--- config.mk ---
export PLATFORM = sky130hd
export DESIGN_NAME = pipelined_rca
export DESIGN_NICKNAME = d
export VERILOG_FILES = /design/src/rtl/pipelined_rca.sv
export SDC_FILE = /design/constraint.sdc
export NUM_CORES = 1
export LEC_CHECK = 0
export BUFFER_PORTS_ARGS = -buffer_cell sky130_fd_sc_hd__buf_2
export CORE_ASPECT_RATIO = 0.8
export CORE_UTILIZATION = 60
export DETAILED_ROUTE_END_ITERATION = 8
export GPL_TIMING_DRIVEN = 1
export MAX_ROUTING_LAYER = met4
export PLACE_DENSITY = 0.82
export SLEW_MARGIN = 20
export SYNTH_ARGS = -nofsm -noshare
export SYNTH_HDL_FRONTEND = slang
export SYNTH_SLANG_ARGS = --single-unit
--- constraint.sdc ---
create_clock -name clk -period 7.6 [get_ports clk]
set_clock_uncertainty 0.1 [all_clocks]
set_input_delay 1.52 -clock clk [delete_from_list [all_inputs] [get_ports clk]]
set_output_delay 1.52 -clock clk [all_outputs]
set_load 0.1 [all_outputs]
--- src/rtl/pipelined_rca.sv ---
// pipelined_rca: WIDTH-bit adder/subtractor resolving one SEG_WIDTH-bit carry segment per stage,
// with a valid/ready pipeline that stalls as a unit.
module pipelined_rca #(
    parameter int WIDTH     = 64,
    parameter int SEG_WIDTH = 16
) (
    input  logic             clk,
    input  logic             rst_n,
    input  logic             in_valid,
    output logic             in_ready,
    input  logic [WIDTH-1:0] a,
    input  logic [WIDTH-1:0] b,
    input  logic             cin,
    input  logic             sub,
    output logic             out_valid,
    input  logic             out_ready,
    output logic [WIDTH-1:0] sum,
    output logic             cout,
    output logic             ovf
);
    localparam int NSEG = WIDTH / SEG_WIDTH;

    if (WIDTH % SEG_WIDTH != 0) begin : g_bad_width
        $error("pipelined_rca: WIDTH must be a multiple of SEG_WIDTH");
    end

    logic             v [NSEG];
    logic             c [NSEG];
    logic [WIDTH-1:0] x [NSEG];
    logic [WIDTH-1:0] y [NSEG];
    logic [WIDTH-1:0] s [NSEG];
    logic             advance;

    assign advance  = !v[NSEG-1] || out_ready;
    assign in_ready = advance;

    for (genvar k = 0; k < NSEG; k++) begin : g_st
        logic             vi, ci;
        logic [WIDTH-1:0] xi, yi, si, so;
        logic [SEG_WIDTH:0] seg;
        if (k == 0) begin : g_first
            assign vi = in_valid;
            assign ci = cin ^ sub;
            assign xi = a;
            assign yi = sub ? ~b : b;
            assign si = '0;
        end else begin : g_next
            assign vi = v[k-1];
            assign ci = c[k-1];
            assign xi = x[k-1];
            assign yi = y[k-1];
            assign si = s[k-1];
        end
        assign seg = {1'b0, xi[k*SEG_WIDTH +: SEG_WIDTH]} + {1'b0, yi[k*SEG_WIDTH +: SEG_WIDTH]}
                   + {{SEG_WIDTH{1'b0}}, ci};
        always_comb begin
            so = si;
            so[k*SEG_WIDTH +: SEG_WIDTH] = seg[SEG_WIDTH-1:0];
        end
        always_ff @(posedge clk or negedge rst_n) begin
            if (!rst_n) begin
                v[k] <= 1'b0;
                c[k] <= 1'b0;
                x[k] <= '0;
                y[k] <= '0;
                s[k] <= '0;
            end else if (advance) begin
                v[k] <= vi;
                c[k] <= seg[SEG_WIDTH];
                x[k] <= xi;
                y[k] <= yi;
                s[k] <= so;
            end
        end
    end

    assign out_valid = v[NSEG-1];
    assign sum       = s[NSEG-1];
    assign cout      = c[NSEG-1];
    // carry into the MSB is recovered from the MSB sum bit and its operand bits
    assign ovf       = c[NSEG-1] ^ x[NSEG-1][WIDTH-1] ^ y[NSEG-1][WIDTH-1] ^ s[NSEG-1][WIDTH-1];
endmodule

---- Word level (Yosys, flattened, before mapping) ----
Index checks and enable logic that the tools add are counted.
W data, S select, Z words.
word-level totals
  flip-flop bits (word level) ............. 680
  input port bits ......................... 134
  word-level logic and storage cells ...... 36
operators by class
  add/subtract/negate cells ............... 8
  mux-type cells .......................... 1
  bitwise logic cells ..................... 5
  reductions and logical operators ........ 2
operators by type and width
  kind                number
  $add A16 B16 Y17    4
  $add A17 B1 Y17     4
  $mux W64            1
  $not A64 Y64        1
  $xor A1 B1 Y1       4
  $logic_not A1 Y1    1
  $logic_or A1 B1 Y1  1

---- Longest topological paths before layout ----
Gate-level depths: netlist of run 1.
  depth after elaboration ................. 4
  mapped depth ............................ 12
  mapped depth without buffers ............ 10

---- Worst setup path before layout of run 1 ----
No wires, ideal clock.
  path kind ............................... input to output
  start ................................... input port out_ready
  end ..................................... output port in_ready
  data arrival time ....................... 3,127 ps
  setup slack ............................. 2,853 ps
  cell stages on the path ................. 5
  buffers on the path ..................... 3
  cell sequence ........................... nor2b_1 > buf_2 > clkinv_1 > clkbuf_1 > clkbuf_1
between the ends
  cells in the longest elaborated chain, start to end .. 1
ends and longest elaborated chain
  what                line  RTL
  start, declared     16    input logic out_ready,
  $logic_or A1 B1 Y1  34    assign advance = !v[NSEG-1] || out_ready;
  end, declared       10    output logic in_ready,
Every way passes these cells.

---- Final worst setup path of run 1 ----
Same ends and word-level chain as after synthesis.

==> results of run 1 <==
power by group:
| part | switching (uW) | internal (uW) |
|---|---|---|
| combinational | 3380 | 1360 |
| clock | 733 | 1070 |
| sequential | 501 | 2790 |
| total | 4620 | 5220 |
layer usage:
| metal | wire (um) | global-route usage |
|---|---|---|
| met5 | 0 | - |
| met1 | 18040 | 0.4060 |
| met2 | 17110 | 0.4087 |
| met3 | 2216 | 0.04638 |
| met4 | 945 | 0.07924 |
worst max-delay path by stage:
stage,from,to,slack [ns],cells after the start
after floorplan,out_ready,in_ready,2.85,5
after global placement,out_ready,in_ready,2.65,5
after detailed placement,out_ready,in_ready,2.64,5
after CTS,out_ready,in_ready,2.65,5
after global routing,out_ready,in_ready,2.54,5
final,out_ready,in_ready,2.90,5
layout by cell type (no fill, tap or decap), drive strengths merged, types with 5 or more instances in the layout:
cell type and n:
o21bai 10, nor3 8, a21oi 68, o21a 10
nand2 851, and2 5, nor2 59, xor2 36
nor2b 5, a211o 5, clkinv 8, xnor2 65
mux2i 5, o31ai 8, dfrtp 362, fa 8
buf 209, inv 18, a21o 33, nand4 6
nand3 12, and3 9, or3 8, a31oi 11
clkbuf 51, o21ai 91, ha 60, a211oi 7
nand2b 10
stage by stage:
step | cell area [sq um] | utilization
floorplan | 17060 | -
global placement | 18260 | 0.6624
detailed placement | 18260 | 0.6624
CTS | 19470 | 0.7062
global route | 19470 | 0.7064
finish | 19470 | 0.7064
synth_stat cells (3+ instances only):
cell | count | area (sq um)
nand2_1 | 851 | 3194
dfrtp_1 | 362 | 9059
o21ai_0 | 91 | 455.4
clkbuf_1 | 75 | 281.5
a21oi_1 | 66 | 330.3
xnor2_1 | 65 | 569.3
ha_1 | 60 | 750.7
nor2_1 | 59 | 221.5
xor2_1 | 36 | 315.3
a21o_1 | 33 | 247.7
inv_1 | 17 | 63.81
nand3_1 | 12 | 60.06
a31oi_1 | 11 | 68.82
buf_2 | 10 | 50.05
nand2b_1 | 10 | 62.56
o21a_1 | 10 | 75.07
o21bai_1 | 10 | 75.07
and3_1 | 9 | 56.30
buf_1 | 9 | 33.78
fa_1 | 8 | 160.2
nor3_1 | 8 | 40.04
o31ai_1 | 8 | 60.06
or3_1 | 8 | 50.05
a211oi_1 | 6 | 45.04
nand4_1 | 6 | 37.54
a211o_1 | 5 | 43.79
and2_1 | 5 | 31.28
mux2i_1 | 5 | 50.05
nor2b_1 | 5 | 31.28
mux2_2 | 3 | 33.78
nand4b_1 | 3 | 26.28
nor4_1 | 3 | 18.77
o2111ai_1 | 3 | 26.28
or2_2 | 3 | 18.77
registers in the layout, indices dropped and copies added, names as in the netlist:
register and count:
x 1, g_st.vi 3, g_st.si 96, g_st.yi 96, g_st.xi 96, y 1, out_valid 1, sum 64
cout 1, g_st.ci 3
cell type report:
class | instances | area (sq um)
flip-flops and latches | 362 | 9059
fillers | 2177 | 8094
multi-input cells | 1445 | 7569
repair buffers | 209 | 1107
clock buffers | 51 | 1089
well taps | 364 | 455.4
clock inverters | 12 | 118.9
inverters | 18 | 75.07
kinds of logic (layout without fill, tap and decap cells):
family / count (synthesis) / after routing / share of synthesized area
and+or+nand+nor: 990 / 990 / 0.2296
DFF: 362 / 362 / 0.5311
AOI/OAI and AO/OA: 278 / 278 / 0.1035
buffers and inverters: 113 / 290 / 0.02567
xor gates and xnor gates: 101 / 101 / 0.05186
adders and majority gates: 68 / 68 / 0.05340
muxes: 8 / 8 / 0.004915
critical path: stages:
cell	delay [ns]
buf_2	0.11
nor2b_4	0.12
buf_12	0.49
inv_8	0.38
buf_2	0.44
==> flow_summary_export.csv, run 1 <==
group,metric,value,unit
logic_synthesis,synth-edff-count,0,
floorplan,num_io_pins,202,
critical_path,critPathKind,"input port to output port",
global_route,grt_antenna_before_repair,0,
logic_synthesis,synth-seq-cells,362,
floorplan,initial_core_util,0.6188,
floorplan,rows,54,
placement,io_buffers,201,
logic_synthesis,ys_types,66,
critical_path,r2r_start,"out_valid",
floorplan,dieArea,29110,sq um
critical_path,arrival,3.08,ns
critical_path,worstPathRequired,5.98,ns
worst_hold_path,hp-start,"sum[18]",
floorplan,coreArea,27570,sq um
critical_path,endpoint_kind,"output port",
floorplan,dieWidth,190.5,um
route,via_per_inst,5.396,
cts,postCtsSetupBuffers,0,
placement,place_hpwl,26160,um
critical_path,r2r-end,"sum[56]",
route,drt-pass1-iter-count,6,
timing,hold_slack,0.3588,ns
critical_path,start_kind,"input port",
timing,fin_crit_sh,0.6186,
cells_and_area,drive_above_1_share,0.1373,
cells_and_area,n_antenna_cell,0,
outcome,status,"finished clean",
timing,min_period,4.701,ns
flow_run,drv_cap,0,
timing,hold_viol_final,0,
route,drt_iter0_drc,1008,
logic_synthesis,synth_warnings,0,
power,pwr_density_cell,505.1,nW/um^2
timing,worstMarginPinSlew,1.106,ns
cts,clock_sinks,362,
cts,cts_buffers,37,
worst_hold_path,min_path_type,"flop to flop",
power,finalPower,9836,uW
cts,cts.repair.resized,0,
cells_and_area,area_growth_syn_to_layout,14.16,%
logic_synthesis,syn_inst,1920,
timing,fin_tns_setup,0,ns
global_route,grt_overflow,0,
cts,cts_root_buf,"clkbuf_16",
logic_synthesis,avgSynthCellArea,8.884,sq um
critical_path,worst-path-max-fanout,226,
logic_synthesis,seq_area_frac_synth,0.5311,
logic_synthesis,syn_area,17060,sq um
cts,tritoncts,"done",
timing,setup_ws,2.899,ns
global_route,grt_start_max_net_pins,227,
cells_and_area,finalNonFillerCells,2461,
route,wl_per_cell,15.57,um
route,num_vias,13280,
logic_synthesis,async_flop_share,1.000,
route,drt.antenna.violating_nets,0,
cts,cts_max_path_buffers,3,
placement,preCtsSetupSlack,2.639,ns
timing,setup_violations,0,
timing,clock.fmax,212.7,MHz
power,ir_drop,573.1,uV
global_route,track_usage,0.2802,
global_route,grt_pass1_wl,63700,um
route,drcViolationCount,0,
route,routed_wl,38310,um
logic_synthesis,syn_nets,2122,
worst_hold_path,hold_end,"sum[18]",
worst_hold_path,whs_path_depth,2,
cts,clock_latency,0.51,ns
critical_path,reg2reg_setup_slack,4.15,ns
cells_and_area,final_nets,2275,
placement,placed_cells,2398,
timing,slew-limit-headroom,0.2627,
cts,cts_hold_buf,0,
power,power_leakage,0.01007,uW
cts,clk_pin_slew,0.06,ns
critical_path,r2r_cells,7,
global_route,grt_pass1_vias,12790,
placement,gp_congestion,0.9204,
cts,cts_max_level,2,
timing,rsz0062_at_grt,"false",
floorplan,dieHeight,152.8,um
logic_synthesis,synth_flop_cell,"dfrtp_1",
timing,drv_slew,0,
Power figures use the tool's default switching activity.
==> run 2: changes to the inputs <==
--- a/config.mk
+++ b/config.mk
@@ -7,11 +7,11 @@
 export LEC_CHECK = 0
 export BUFFER_PORTS_ARGS = -buffer_cell sky130_fd_sc_hd__buf_2
 export CORE_ASPECT_RATIO = 0.8
-export CORE_UTILIZATION = 60
+export CORE_UTILIZATION = 53
 export DETAILED_ROUTE_END_ITERATION = 8
 export GPL_TIMING_DRIVEN = 1
 export MAX_ROUTING_LAYER = met4
-export PLACE_DENSITY = 0.82
+export PLACE_DENSITY = 0.76
 export SLEW_MARGIN = 20
 export SYNTH_ARGS = -nofsm -noshare
 export SYNTH_HDL_FRONTEND = slang
==> constraint.sdc (replaced) <==
create_clock -name clk -period 4.05 [get_ports clk]
set_clock_uncertainty 0.1 [all_clocks]
set_input_delay 0.81 -clock clk [delete_from_list [all_inputs] [get_ports clk]]
set_output_delay 0.81 -clock clk [all_outputs]
set_load 0.1 [all_outputs]
==> flow_summary_export.csv, run 2 (synthesis results as in run 1) <==
group,metric,value,unit
critical_path,worstSetupStartpoint,"g_st[2].ci",
critical_path,r2r_start,"g_st[2].ci",
placement,gp_congestion,0.9243,
cts,clock_sinks,362,
placement,io_buffers,201,
power,p_sw,8598,uW
cells_and_area,final_cell_mix,"nand2_1 (851), dfrtp_1 (362), buf_2 (199), o21ai_0 (91), a21oi_1 (66)",
placement,placed_area,18450,sq um
global_route,track_usage,0.2522,
timing,clock.fmax,327.1,MHz
outcome,status,"finished clean",
cts,cts_root_buf,"clkbuf_16",
timing,min_period,3.058,ns
cells_and_area,design_area,19730,sq um
critical_path,worst-path-max-fanout,3,
timing,setup_violations,0,
cts,cts_max_level,2,
timing,worstMarginPinSlew,0.8376,ns
cts,clk_pin_slew,0.07,ns
critical_path,reg2reg_setup_slack,0.99,ns
power,p_int,9976,uW
floorplan,dieWidth,202.6,um
global_route,grt_antenna_before_repair,4,
critical_path,endpoint_kind,"flop",
power,power_frac_seq,0.333,
critical_path,crit_path_end,"g_st[3].si[44]",
floorplan,num_io_pins,202,
critical_path,arrival,3.35,ns
global_route,grt_start_max_net_pins,187,
cts,cts_hold_buf,0,
power,combPwrFrac,0.476,
placement,place_hpwl,27280,um
cts,cts.repair.resized,0,
global_route,grt_pass1_wl,64740,um
route,routed_wl,39310,um
floorplan,initial_core_util,0.5403,
route,drt.antenna.violating_nets,0,
cts,postCtsSetupBuffers,0,
critical_path,r2r-end,"g_st[3].si[44]",
power,pwr_density_cell,941.2,nW/um^2
power,swShare,0.4629,
timing,drv_slew,0,
floorplan,rows,58,
global_route,grt_pass1_vias,12700,
floorplan,dieHeight,162.5,um
timing,hold_slack,0.1951,ns
timing,hold_viol_final,0,
flow_run,drv_cap,0,
cts,cts_buffers,38,
route,wl_per_cell,15.54,um
floorplan,dieArea,32910,sq um
route,via_per_inst,5.254,
cells_and_area,final_common_cell,"nand2_1",
cts,cts_max_path_buffers,3,
cells_and_area,drive_above_1_share,0.1387,
route,num_vias,13290,
timing,fin_tns_setup,0,ns
power,power_leakage,0.01016,uW
global_route,grt_overflow,0,
worst_hold_path,min_path_type,"input port to async pin",
timing,rsz0062_at_grt,"false",
cells_and_area,area_growth_syn_to_layout,15.69,%
floorplan,coreArea,31570,sq um
power,finalPower,18570,uW
route,drt-pass1-iter-count,5,
timing,slew-limit-headroom,0.4416,
critical_path,r2r_cells,8,
critical_path,critPathKind,"flop to flop",
timing,fin_crit_sh,0.7550,
power,ir_drop,459.4,uV
route,drcViolationCount,0,
cts,clock_latency,0.54,ns
power,clockPowerShare,0.191,
cts,tritoncts,"done",
critical_path,worstPathRequired,4.34,ns
cells_and_area,final_nets,2283,
critical_path,start_kind,"flop",
route,drt_iter0_drc,1041,
run 2: power by group through the flow:
| stage | sequential [uW] | clock, uW | combinational (uW) |
|---|---|---|---|
| 6_report | 6190 | 3550 | 8840 |
| 3_3_place_gp | 6170 | 0 | 8650 |
| 2_1_floorplan | 8350 | 0 | 4700 |
| 5_1_grt | 6390 | 3780 | 9690 |
| 3_5_place_dp | 6240 | 0 | 8810 |
| 4_1_cts | 6190 | 3630 | 8850 |
run 2: metrics by stage:
stage | std cells | worst slack (ns) | utilization
2_1_floorplan | 1920 | 0.4160 | -
3_3_place_gp | 2461 | 0.6694 | 0.5843
3_5_place_dp | 2461 | 0.6401 | 0.5843
4_1_cts | 2525 | 0.9850 | 0.6248
5_1_grt | 2529 | 0.7830 | 0.6251
6_report | 2529 | 0.9924 | 0.6251
run 2: layout make-up:
type	instances	area, sq um
Sequential cell	362	9059
Timing Repair Buffer	216	1219
Multi-Input combinational cell	1445	7569
Fill cell	2733	11830
Clock buffer	56	1162
Inverter	18	75.07
Tap cell	420	525.5
Clock inverter	8	115.1
Antenna cell	4	10.01
run 2: metal layers:
metal	vias up	global-route usage	share of wire
met5	-	-	0
met4	0	0.08442	0.025
met3	59	0.03942	0.052
met2	317	0.3761	0.45
met1	6320	0.3536	0.47
li1	6592	-	-
run 2: worst min path at each step:
stage                       endpoint  slack [ns]  cells past startpoint
after CTS                    sum[18]        0.25                      1
after global placement    g_st[3].vi        0.34                      2
after floorplan           g_st[3].vi        0.33                      2
final                        sum[18]        0.20                      1
after global routing         sum[18]        0.26                      1
after detailed placement     sum[44]        0.35                      2
run 2: critical path, cell delays in order, from the launching register on:
cell	delay [ns]
dfrtp_1	0.40
fa_1	0.53
fa_1	0.45
a21oi_1	0.18
o21bai_1	0.12
a2111o_1	0.50
a311oi_2	0.39
xor2_1	0.18
a21oi_1	0.08
==> run 3: changes to the inputs <==
--- a/config.mk
+++ b/config.mk
@@ -5,13 +5,14 @@
 export SDC_FILE = /design/constraint.sdc
 export NUM_CORES = 1
 export LEC_CHECK = 0
+export ABC_AREA = 1
 export BUFFER_PORTS_ARGS = -buffer_cell sky130_fd_sc_hd__buf_2
 export CORE_ASPECT_RATIO = 0.8
-export CORE_UTILIZATION = 53
+export CORE_UTILIZATION = 59
 export DETAILED_ROUTE_END_ITERATION = 8
 export GPL_TIMING_DRIVEN = 1
 export MAX_ROUTING_LAYER = met4
-export PLACE_DENSITY = 0.76
+export PLACE_DENSITY = 0.8
 export SLEW_MARGIN = 20
 export SYNTH_ARGS = -nofsm -noshare
 export SYNTH_HDL_FRONTEND = slang
==> constraint.sdc (replaced) <==
create_clock -name clk -period 2.88 [get_ports clk]
set_clock_uncertainty 0.1 [all_clocks]
set_input_delay 0.576 -clock clk [delete_from_list [all_inputs] [get_ports clk]]
set_output_delay 0.576 -clock clk [all_outputs]
set_load 0.1 [all_outputs]
==> flow_summary_export.csv, run 3 <==
group,metric,value,unit
cells_and_area,drive_above_1_share,0.1194,
logic_synthesis,synth_most_common_cell,"nand2_1",
timing,slew-limit-headroom,0.2105,
route,num_vias,14140,
timing,clock.fmax,399.3,MHz
floorplan,dieArea,30880,sq um
critical_path,worstSetupStartpoint,"out_valid",
logic_synthesis,synth_commonest_cells,"nand2_1 (1020), dfrtp_1 (362), inv_1 (202)",
timing,rsz0062_at_grt,"false",
cells_and_area,fillers,2444,
global_route,grt_start_max_net_pins,241,
outcome,status,"finished clean",
critical_path,arrival,1.83,ns
critical_path,crit_path_max_incr_delay,0.49,ns
cts,cts_hold_buf,1,
logic_synthesis,synth_top_area_frac,0.5089,
floorplan,dieWidth,196.2,um
cells_and_area,final_cell_mix,"nand2_1 (1020), dfrtp_1 (362), inv_1 (202), buf_2 (199), o21ai_0 (169)",
power,power_leakage,0.01094,uW
critical_path,worstPathRequired,2.20,ns
route,via_per_inst,5.006,
timing,min_period,2.505,ns
logic_synthesis,avgSynthCellArea,8.059,sq um
timing,setup_violations,0,
worst_hold_path,min_path_type,"input port to flop",
logic_synthesis,synth_top_area_cell,"dfrtp_1",
flow_run,drv_cap,0,
timing,fin_tns_setup,0,ns
critical_path,cpMaxStageDelayCell,"buf_2",
logic_synthesis,synth-seq-cells,362,
placement,placed_cells,2753,
worst_hold_path,hp-start,"a[53]",
critical_path,critPathTopFamily,"buffers and inverters",
global_route,grt_pass1_vias,13300,
floorplan,rows,56,
cts,tritoncts,"done",
cells_and_area,area_growth_syn_to_layout,13.45,%
logic_synthesis,seq_area_frac_synth,0.5089,
logic_synthesis,synth_warnings,0,
route,drcViolationCount,0,
cts,cts_max_path_buffers,3,
critical_path,start_kind,"flop",
cells_and_area,final_common_cell,"nand2_1",
cells_and_area,final_nets,2588,
logic_synthesis,syn_inst,2209,
logic_synthesis,async_flop_share,1.000,
floorplan,num_io_pins,202,
route,drt_iter0_drc,994,
logic_synthesis,syn_area,17800,sq um
cts,clock_sinks,362,
global_route,track_usage,0.2632,
logic_synthesis,synth.area.top_cells,"dfrtp_1 (51%), nand2_1 (22%), o21ai_0 (4.8%)",
route,drt-pass1-iter-count,5,
route,routed_wl,38760,um
critical_path,path_cells,"inv_1 > nor2_4 > inv_8 > buf_2",
cts,clk_pin_slew,0.06,ns
power,ir_drop,829.2,uV
cts,cts_root_buf,"clkbuf_16",
cts,cts_max_level,2,
placement,place_hpwl,26750,um
route,drt.antenna.violating_nets,0,
cells_and_area,finalNonFillerCells,2825,
logic_synthesis,synth-edff-count,0,
floorplan,initial_core_util,0.6035,
cts,postCtsSetupBuffers,0,
logic_synthesis,ys_types,29,
global_route,grt_antenna_before_repair,6,
timing,hold_slack,0.1359,ns
timing,worstMarginPinSlew,1.184,ns
logic_synthesis,syn_nets,2411,
logic_synthesis,synth_flop_cell,"dfrtp_1",
global_route,grt_overflow,0,
critical_path,r2r_start,"g_st[2].ci",
critical_path,worst-path-max-fanout,64,
route,wl_per_cell,13.72,um
placement,io_buffers,201,
critical_path,critPathKind,"flop to output port",
timing,drv_slew,0,
critical_path,endpoint_kind,"output port",
floorplan,dieHeight,157.4,um
global_route,grt_pass1_wl,64180,um
floorplan,coreArea,29500,sq um
timing,fin_crit_sh,0.8696,
power,pwr_density_cell,1267,nW/um^2
cells_and_area,final_util,0.6847,
cts,cts_buffers,36,
cts,clock_latency,0.53,ns
timing,hold_viol_final,0,
placement,gp_congestion,0.8773,
critical_path,path_buf_inv,3,
cts,cts.repair.resized,0,
run 3: metrics by stage:
stage          instance area, sq um  setup WS, ns  total power, uW
2_1_floorplan                 17810       0.07606            18470
3_3_place_gp                  19030        0.3579            20630
3_5_place_dp                  19030        0.2952            21000
4_1_cts                       20180        0.3473            25750
5_1_grt                       20200        0.3011            27520
6_report                      20200        0.3755            25580
run 3: worst reg2reg max path: cells and delay by family (launching register included):
family	cells	cell delay, ns
fa+ha+maj	2	0.91
simple gates	6	0.51
flops	1	0.40
compound gates	1	0.28
run 3: area by class of cell:
cell class                      instances  area, sq um  area share
Antenna cell                            6        15.01   0.0007434
Clock buffer                           50        994.7     0.04925
Clock inverter                         15        142.6    0.007062
Inverter                              203        769.5     0.03810
Multi-Input combinational cell       1558         7395      0.3661
Sequential cell                       362         9059      0.4485
Tap cell                              406        508.0     0.02515
Timing Repair Buffer                  225         1314     0.06505
run 3: routing by layer:
layer,vias to the layer above,share of wire,GRT usage
li1,7181,-,-
met1,6624,0.48,0.3611
met2,296,0.46,0.4067
met3,42,0.048,0.04178
met4,0,0.017,0.07738
met5,-,0,-
run 3: power by group:
group          internal [uW]  switching [uW]
Combinational           3340            9060
Clock                   2610            1960
Sequential              7360            1250
run 3: cells by family (layout without fill, tap and decap cells):
family	Yosys count	in the layout	synth area share
buffers and inverters	289	493	0.07619
AND/OR/NAND/NOR	1200	1200	0.2655
flip-flops	362	362	0.5089
adder cells (fa/ha/maj)	68	68	0.05117
AO/OA/AOI/OAI	211	211	0.05946
other	0	6	0
XOR/XNOR	79	79	0.03887
run 3: path summary, 6_finish.rpt:
| check | depth (start not counted) | end | slack (ns) |
|---|---|---|---|
| max reg2reg | 9 | g_st[3].si[40] | 0.55 |
| max in group asynchronous | 4 | g_st[1].xi[23] | 1.32 |
| min reg2reg | 2 | out_valid | 0.35 |
| min in group asynchronous | 2 | sum[63] | 0.51 |
| min | 3 | g_st[1].xi[53] | 0.14 |
| max | 4 | in_ready | 0.38 |
